<file path="src/rtl/otter_pkg.sv">
// Shared OTTER MCU types for the fetch-stage program counter.
//   pc_src_t   : next-PC select codes (6 and 7 are deliberately unnamed/illegal)
//   pc_fault_t : fault cause reported by the PC sequencer
//   pc_state_t : PC sequencer run/fault state
package otter_pkg;

  typedef enum logic [2:0] {
    PC_SRC_PC4    = 3'd0,
    PC_SRC_JALR   = 3'd1,
    PC_SRC_BRANCH = 3'd2,
    PC_SRC_JAL    = 3'd3,
    PC_SRC_MTVEC  = 3'd4,
    PC_SRC_MEPC   = 3'd5
  } pc_src_t;

  typedef enum logic [1:0] {
    FAULT_NONE        = 2'd0,
    FAULT_ILLEGAL_SEL = 2'd1,
    FAULT_MISALIGN    = 2'd2
  } pc_fault_t;

  typedef enum logic {
    ST_RUN   = 1'b0,
    ST_FAULT = 1'b1
  } pc_state_t;

endpackage

</file>
<file path="src/rtl/pc_sequencer_if.sv">
// Bus between the control unit (master) and the PC sequencer (slave).
//   master drives : pc_write, pc_source, jalr, branch, jal, mtvec, mepc, fault_clr
//   slave drives  : pc, pc_plus4, fault, fault_cause, fault_addr
interface pc_sequencer_if #(
  parameter int XLEN = 32
);
  logic            pc_write;
  logic [2:0]      pc_source;
  logic [XLEN-1:0] jalr;
  logic [XLEN-1:0] branch;
  logic [XLEN-1:0] jal;
  logic [XLEN-1:0] mtvec;
  logic [XLEN-1:0] mepc;
  logic            fault_clr;
  logic [XLEN-1:0] pc;
  logic [XLEN-1:0] pc_plus4;
  logic            fault;
  logic [1:0]      fault_cause;
  logic [XLEN-1:0] fault_addr;

  modport master (
    output pc_write, pc_source, jalr, branch, jal, mtvec, mepc, fault_clr,
    input  pc, pc_plus4, fault, fault_cause, fault_addr
  );

  modport slave (
    input  pc_write, pc_source, jalr, branch, jal, mtvec, mepc, fault_clr,
    output pc, pc_plus4, fault, fault_cause, fault_addr
  );
endinterface

</file>
<file path="src/rtl/pc_next_sel.sv">
// Combinational 6-way next-PC selector with illegal select-code decode.
//   sel         : pc_source code (0..5 legal, 6/7 illegal)
//   pc_plus4, jalr, branch, jal, mtvec, mepc : candidate targets
//   next        : selected target (0 when the code is illegal)
//   sel_illegal : high for codes 6 and 7
module pc_next_sel
  import otter_pkg::*;
#(
  parameter int XLEN = 32
) (
  input  logic [2:0]      sel,
  input  logic [XLEN-1:0] pc_plus4,
  input  logic [XLEN-1:0] jalr,
  input  logic [XLEN-1:0] branch,
  input  logic [XLEN-1:0] jal,
  input  logic [XLEN-1:0] mtvec,
  input  logic [XLEN-1:0] mepc,
  output logic [XLEN-1:0] next,
  output logic            sel_illegal
);

  always_comb begin
    next        = '0;
    sel_illegal = 1'b0;
    case (sel)
      PC_SRC_PC4:    next = pc_plus4;
      PC_SRC_JALR:   next = jalr;
      PC_SRC_BRANCH: next = branch;
      PC_SRC_JAL:    next = jal;
      PC_SRC_MTVEC:  next = mtvec;
      PC_SRC_MEPC:   next = mepc;
      default:       sel_illegal = 1'b1;
    endcase
  end

endmodule

</file>
<file path="src/rtl/pc_sequencer.sv">
// OTTER fetch-stage program counter: owns the PC register, computes PC+4,
// selects the next PC and traps illegal select codes / misaligned targets.
//   CLK, RST : rising-edge clock, asynchronous active-high reset
//   bus      : pc_sequencer_if.slave (write/select/targets/fault_clr in,
//              pc/pc_plus4/fault/fault_cause/fault_addr out)
// Build option: PC_MISALIGN_TRAP_EN -- when defined, a target with nonzero
// low bits raises a misalign fault; otherwise the low bits are cleared.
module pc_sequencer
  import otter_pkg::*;
#(
  parameter int              XLEN      = 32,
  parameter logic [XLEN-1:0] RESET_VEC = '0
) (
  input logic              CLK,
  input logic              RST,
  pc_sequencer_if.slave    bus
);

  if (XLEN != 32 && XLEN != 64) begin : g_bad_xlen
    $error("pc_sequencer: XLEN must be 32 or 64");
  end
  if (RESET_VEC[1:0] != 2'b00) begin : g_bad_reset_vec
    $error("pc_sequencer: RESET_VEC must be 4-byte aligned");
  end

  localparam logic [XLEN-1:0] FOUR       = {{(XLEN-3){1'b0}}, 3'd4};
  localparam logic [XLEN-1:0] ALIGN_MASK = {{(XLEN-2){1'b1}}, 2'b00};

  logic [XLEN-1:0] pc_q, pc_d;
  logic [XLEN-1:0] addr_q, addr_d;
  pc_state_t       state_q, state_d;
  pc_fault_t       cause_q, cause_d;

  logic [XLEN-1:0] pc_plus4;
  logic [XLEN-1:0] next;
  logic            sel_illegal;

  // Wraps modulo 2^XLEN; a wrapped value is a legal, aligned target.
  assign pc_plus4 = pc_q + FOUR;

  pc_next_sel #(.XLEN(XLEN)) u_sel (
    .sel         (bus.pc_source),
    .pc_plus4    (pc_plus4),
    .jalr        (bus.jalr),
    .branch      (bus.branch),
    .jal         (bus.jal),
    .mtvec       (bus.mtvec),
    .mepc        (bus.mepc),
    .next        (next),
    .sel_illegal (sel_illegal)
  );

  always_comb begin
    pc_d    = pc_q;
    addr_d  = addr_q;
    state_d = state_q;
    cause_d = cause_q;
    case (state_q)
      ST_RUN: begin
        if (bus.pc_write) begin
          if (sel_illegal) begin
            state_d = ST_FAULT;
            cause_d = FAULT_ILLEGAL_SEL;
            addr_d  = pc_q;
          end else begin
`ifdef PC_MISALIGN_TRAP_EN
            if (next[1:0] != 2'b00) begin
              state_d = ST_FAULT;
              cause_d = FAULT_MISALIGN;
              addr_d  = next;
            end else begin
              pc_d = next;
            end
`else
            pc_d = next & ALIGN_MASK;
`endif
          end
        end
      end
      ST_FAULT: begin
        // Acknowledge beats any concurrent write; fault_addr is kept.
        if (bus.fault_clr) begin
          pc_d    = bus.mtvec & ALIGN_MASK;
          state_d = ST_RUN;
          cause_d = FAULT_NONE;
        end
      end
      default: state_d = ST_RUN;
    endcase
  end

  always_ff @(posedge CLK or posedge RST) begin
    if (RST) begin
      pc_q    <= RESET_VEC;
      addr_q  <= '0;
      state_q <= ST_RUN;
      cause_q <= FAULT_NONE;
    end else begin
      pc_q    <= pc_d;
      addr_q  <= addr_d;
      state_q <= state_d;
      cause_q <= cause_d;
    end
  end

  assign bus.pc          = pc_q;
  assign bus.pc_plus4    = pc_plus4;
  assign bus.fault       = (state_q == ST_FAULT);
  assign bus.fault_cause = cause_q;
  assign bus.fault_addr  = addr_q;

endmodule

</file>
<file path="src/flat_wrapper.sv">
// flat-port wrapper written by rule: the top's interface ports become plain ports
module pc_sequencer_flat import otter_pkg::*;
#(
  parameter int              XLEN      = 32,
  parameter logic [XLEN-1:0] RESET_VEC = '0
)
  (CLK, RST, bus_pc_write, bus_pc_source, bus_jalr, bus_branch, bus_jal, bus_mtvec, bus_mepc, bus_fault_clr, bus_pc, bus_pc_plus4, bus_fault, bus_fault_cause, bus_fault_addr);
  pc_sequencer_if #(.XLEN(XLEN)) bus_i ();
  input logic CLK;
  input logic RST;
  input wire logic [$bits(bus_i.pc_write)-1:0] bus_pc_write;
  input wire logic [$bits(bus_i.pc_source)-1:0] bus_pc_source;
  input wire logic [$bits(bus_i.jalr)-1:0] bus_jalr;
  input wire logic [$bits(bus_i.branch)-1:0] bus_branch;
  input wire logic [$bits(bus_i.jal)-1:0] bus_jal;
  input wire logic [$bits(bus_i.mtvec)-1:0] bus_mtvec;
  input wire logic [$bits(bus_i.mepc)-1:0] bus_mepc;
  input wire logic [$bits(bus_i.fault_clr)-1:0] bus_fault_clr;
  output wire logic [$bits(bus_i.pc)-1:0] bus_pc;
  output wire logic [$bits(bus_i.pc_plus4)-1:0] bus_pc_plus4;
  output wire logic [$bits(bus_i.fault)-1:0] bus_fault;
  output wire logic [$bits(bus_i.fault_cause)-1:0] bus_fault_cause;
  output wire logic [$bits(bus_i.fault_addr)-1:0] bus_fault_addr;
  assign bus_i.pc_write = bus_pc_write;
  assign bus_i.pc_source = bus_pc_source;
  assign bus_i.jalr = bus_jalr;
  assign bus_i.branch = bus_branch;
  assign bus_i.jal = bus_jal;
  assign bus_i.mtvec = bus_mtvec;
  assign bus_i.mepc = bus_mepc;
  assign bus_i.fault_clr = bus_fault_clr;
  assign bus_pc = bus_i.pc;
  assign bus_pc_plus4 = bus_i.pc_plus4;
  assign bus_fault = bus_i.fault;
  assign bus_fault_cause = bus_i.fault_cause;
  assign bus_fault_addr = bus_i.fault_addr;
  pc_sequencer #(.XLEN(XLEN), .RESET_VEC(RESET_VEC)) u_core (.CLK(CLK), .RST(RST), .bus(bus_i));
endmodule
</file>
<file path="config.mk">
export PLATFORM = sky130hd
export DESIGN_NAME = pc_sequencer_flat
export DESIGN_NICKNAME = d
export VERILOG_FILES = /design/src/rtl/otter_pkg.sv /design/src/rtl/pc_sequencer_if.sv /design/src/rtl/pc_next_sel.sv /design/src/rtl/pc_sequencer.sv /design/src/flat_wrapper.sv
export SDC_FILE = /design/constraint.sdc
export NUM_CORES = 1
export LEC_CHECK = 0
export ABC_AREA = 1
export BUFFER_PORTS_ARGS = -buffer_cell sky130_fd_sc_hd__buf_2
export CAP_MARGIN = 30
export CORE_ASPECT_RATIO = 0.75
export CORE_MARGIN = 2
export CORE_UTILIZATION = 49
export CTS_CLUSTER_DIAMETER = 80
export DETAILED_ROUTE_END_ITERATION = 10
export GPL_TIMING_DRIVEN = 0
export PLACE_DENSITY = 0.87
export SLEW_MARGIN = 20
export SYNTH_ARGS = -nofsm -noshare
export SYNTH_HDL_FRONTEND = slang
export SYNTH_SLANG_ARGS = --single-unit
</file>
<file path="constraint.sdc">
create_clock -name CLK -period 4.16 [get_ports CLK]
set_input_delay 0.416 -clock CLK [delete_from_list [all_inputs] [get_ports CLK]]
set_output_delay 0.416 -clock CLK [all_outputs]
set_load 0.03 [all_outputs]
</file>
==> results.yml <==
logic_synthesis:
  yosys.area.top_type_share_pct: 32.77
  yosysSeqAreaShare_pct: 32.77
  ys.flop_type: "dfrtp_1"
  ys_seq_elements: 62
  yosys.area.top_type: "dfrtp_1"
  ys.warnings.count: 0
  post_synth_inst_count: 740
  async_flop_share_pct: 100.0
  yosys.cell_types.count: 31
  synth_edf_count: 0
  syn_area_um2: 4735
  synth_area_leaders: "dfrtp_1, nand2_1, a21oi_1"
  synth.avg_cell_area_um2: 6.398
power:
  comb_power_share_pct: 48.7
  power.switching_mw: 1.659
  ir_drop_mv: 0.2311
  clkPwrFrac_pct: 22.2
  swShare_pct: 48.14
  power_frac_seq_pct: 29.1
  internal_power_mw: 1.787
  powerDensity_nw_per_um2: 530.9
  leakage_nw: 3.601
layout:
  finish.utilization_pct: 68.02
  drive_above_1_share_pct: 31.91
  diodes: 0
  mostFrequentLayoutCell: "nand2_1"
  area.growth.synth_to_final_pct: 37.08
  fin_nets: 1173
  layout_common_cells: "nand2_1, buf_2, nor2_1"
  nFillCells: 917
setup_path:
  crit_path_end: "bus_pc_plus4[28]"
  rr_endpoint: "u_core.bus.pc[20]$_DFFE_PP0P_"
  worstPathArrival_ps: 2060
  rrSetupSlack_ps: 2200
  startpoint: "u_core.bus.pc[2]$_DFFE_PP0P_"
  rr_startpoint: "u_core.bus.fault$_DFF_PP0_"
  worstSetupStartpointType: "flop"
  r2r_cells: 8
  setup.worst_path.class: "flop to output pin"
  cp.required_ps: 3740
  end_kind: "output pin"
  crit_fanout: 5
global_route:
  grt_pass1_vias: 5390
  gr-usage-all-layers_pct: 35.61
  grt_overflow: 0
  grt_pass1_wl_mm: 28.57
  grt_max_degree: 38
  grt_antenna_before_repair: 0
clock_network:
  clk_latency_ps: 330
  cts.sinks: 62
  h-tree-depth: 3
  ctsHoldBuffers: 0
  cts_resized: 0
  cts_buffer_depth: 2
  numCtsBuffers: 9
  tritoncts: "done"
  path_clk_slew_ps: 60
  clockRootBuffer: "clkbuf_16"
  cts_setup_buffers: 0
worst_hold_path:
  hold_path.class: "input port to asynchronous set/reset pin"
place:
  gp_congestion: 1.001
  dpl.hpwl_mm: 15.38
  io_buffers: 247
timing:
  slew_headroom_pct: 59.64
  setup_viol: 0
  period_share_pct: 59.46
  final.setup_skew_ps: 9.331
  tightest_slew_ps: 605.4
  fin_tns_setup_ps: 0
  rsz0062_at_grt: "false"
  clock.fmax_mhz: 404.3
  maxSlewViolCount: 0
  min_period_ps: 2474
  finalHoldViolCount: 0
floorplanning:
  io_pins: 266
  initial_core_util_pct: 49.62
  die_w_um: 117.5
  die-area_um2: 10470
  core_um2: 9542
  chipHeight_um: 89.13
  row_count: 31
outcome:
  status: "completed"
route:
  vias_per_cell: 5.315
  drt.antenna.violating_nets: 0
  wl_mm: 19.07
  drtPass1Iterations: 6
  drc: 0
  num_vias: 6064
  post_drt_wl_per_cell_um: 16.71
  drt-initial-drc-count: 596
job:
  cap_violations: 0
==> kinds of logic after synthesis <==
kind of cell               after synthesis  share of synthesized area (%)
buffers and inverters                   85                          8.139
adders and majority gates                1                         0.2642
other                                    1                        0.07921
DFF                                     62                          32.77
and+or+nand+nor                        460                          40.57
xor gates and xnor gates                15                          3.568
AOI/OAI and AO/OA                      108                          12.71
muxes                                    8                          1.903
==> flip-flops by register name, summed over array words and instances, names as in the netlist <==
| register | flops |
|---|---|
| u_core.bus.fault_cause | 1 |
| u_core.bus.fault | 1 |
| u_core.bus.pc | 30 |
| u_core.bus.fault_addr | 30 |
==> worst min path at each step <==
stage,from,to,slack [ps],depth (start not counted)
3_5_place_dp,RST,u_core.bus.fault_addr[4]$_DFFE_PP0P_,410,2
4_1_cts,RST,u_core.bus.fault_addr[4]$_DFFE_PP0P_,60,2
2_1_floorplan,bus_fault_clr,u_core.bus.fault$_DFF_PP0_,510,1
3_3_place_gp,u_core.bus.fault_addr[8]$_DFFE_PP0P_,u_core.bus.fault_addr[8]$_DFFE_PP0P_,460,2
6_report,RST,u_core.bus.fault_addr[4]$_DFFE_PP0P_,50,2
5_1_grt,RST,u_core.bus.fault_addr[4]$_DFFE_PP0P_,70,2
==> layer usage <==
layer,track usage (%),wire length (µm)
met5,0,0
met4,9.858,431
met3,5.995,1910
met2,58.16,8473
met1,49.80,8252
==> power groups by stage <==
stage	clock network, mW	registers, mW	logic (mW)
floorplan	0	1.33	0.730
global placement	0	0.993	1.63
detailed placement	0	1.00	1.65
CTS	0.761	0.994	1.66
global route	0.791	1.03	1.79
finish	0.765	1.00	1.68
==> per-stage QoR <==
| step | power, mW | hold WS, ps | std cells | worst slack [ps] | area [µm²] |
|---|---|---|---|---|---|
| after floorplan | 2.062 | 512.4 | 746 | 1943 | 4757 |
| after global placement | 2.626 | 462.9 | 1125 | 1423 | 6158 |
| after detailed placement | 2.649 | 405.2 | 1126 | 2104 | 6181 |
| after CTS | 3.414 | 64.14 | 1141 | 1745 | 6490 |
| after global routing | 3.604 | 73.32 | 1141 | 1622 | 6490 |
| final | 3.445 | 50.71 | 1141 | 1686 | 6490 |
==> critical path, cell delays in order, from the launching register on <==
cell and delay (ps):
dfrtp_1 440, ha_1 240, nand2_2 80, nor2_4 170, nand2_4 130, nor2_4 190, nand2_1 70, nand2_1 80
and2_1 120, buf_2 200
==> synthesized netlist by cell type (2+ instances only) <==
library cell / n
nand2_1: 308
nor2_1: 75
dfrtp_1: 62
a21oi_1: 61
nand3_1: 48
inv_1: 39
o21ai_0: 26
buf_2: 18
clkbuf_1: 15
a22oi_1: 14
xor2_1: 10
buf_4: 9
mux2_2: 8
a22o_1: 7
and2_1: 7
nor2_4: 7
xor2_2: 5
and3_1: 3
inv_2: 2
nand2_2: 2
nand4_1: 2
nor2_2: 2
nor3_1: 2
==> area by class of cell <==
class                   count  area, µm²  area share [%]
multi-input cells         599       2820           43.45
clock inverters             3      42.54          0.6555
clock buffers              12      266.5           4.106
repair buffers            248       1256           19.36
inverters                  41      156.4           2.410
flip-flops and latches     62       1551           23.91
plain buffers              44      231.5           3.567
well taps                 132      165.2           2.545
(Power assumes the default switching activity.)
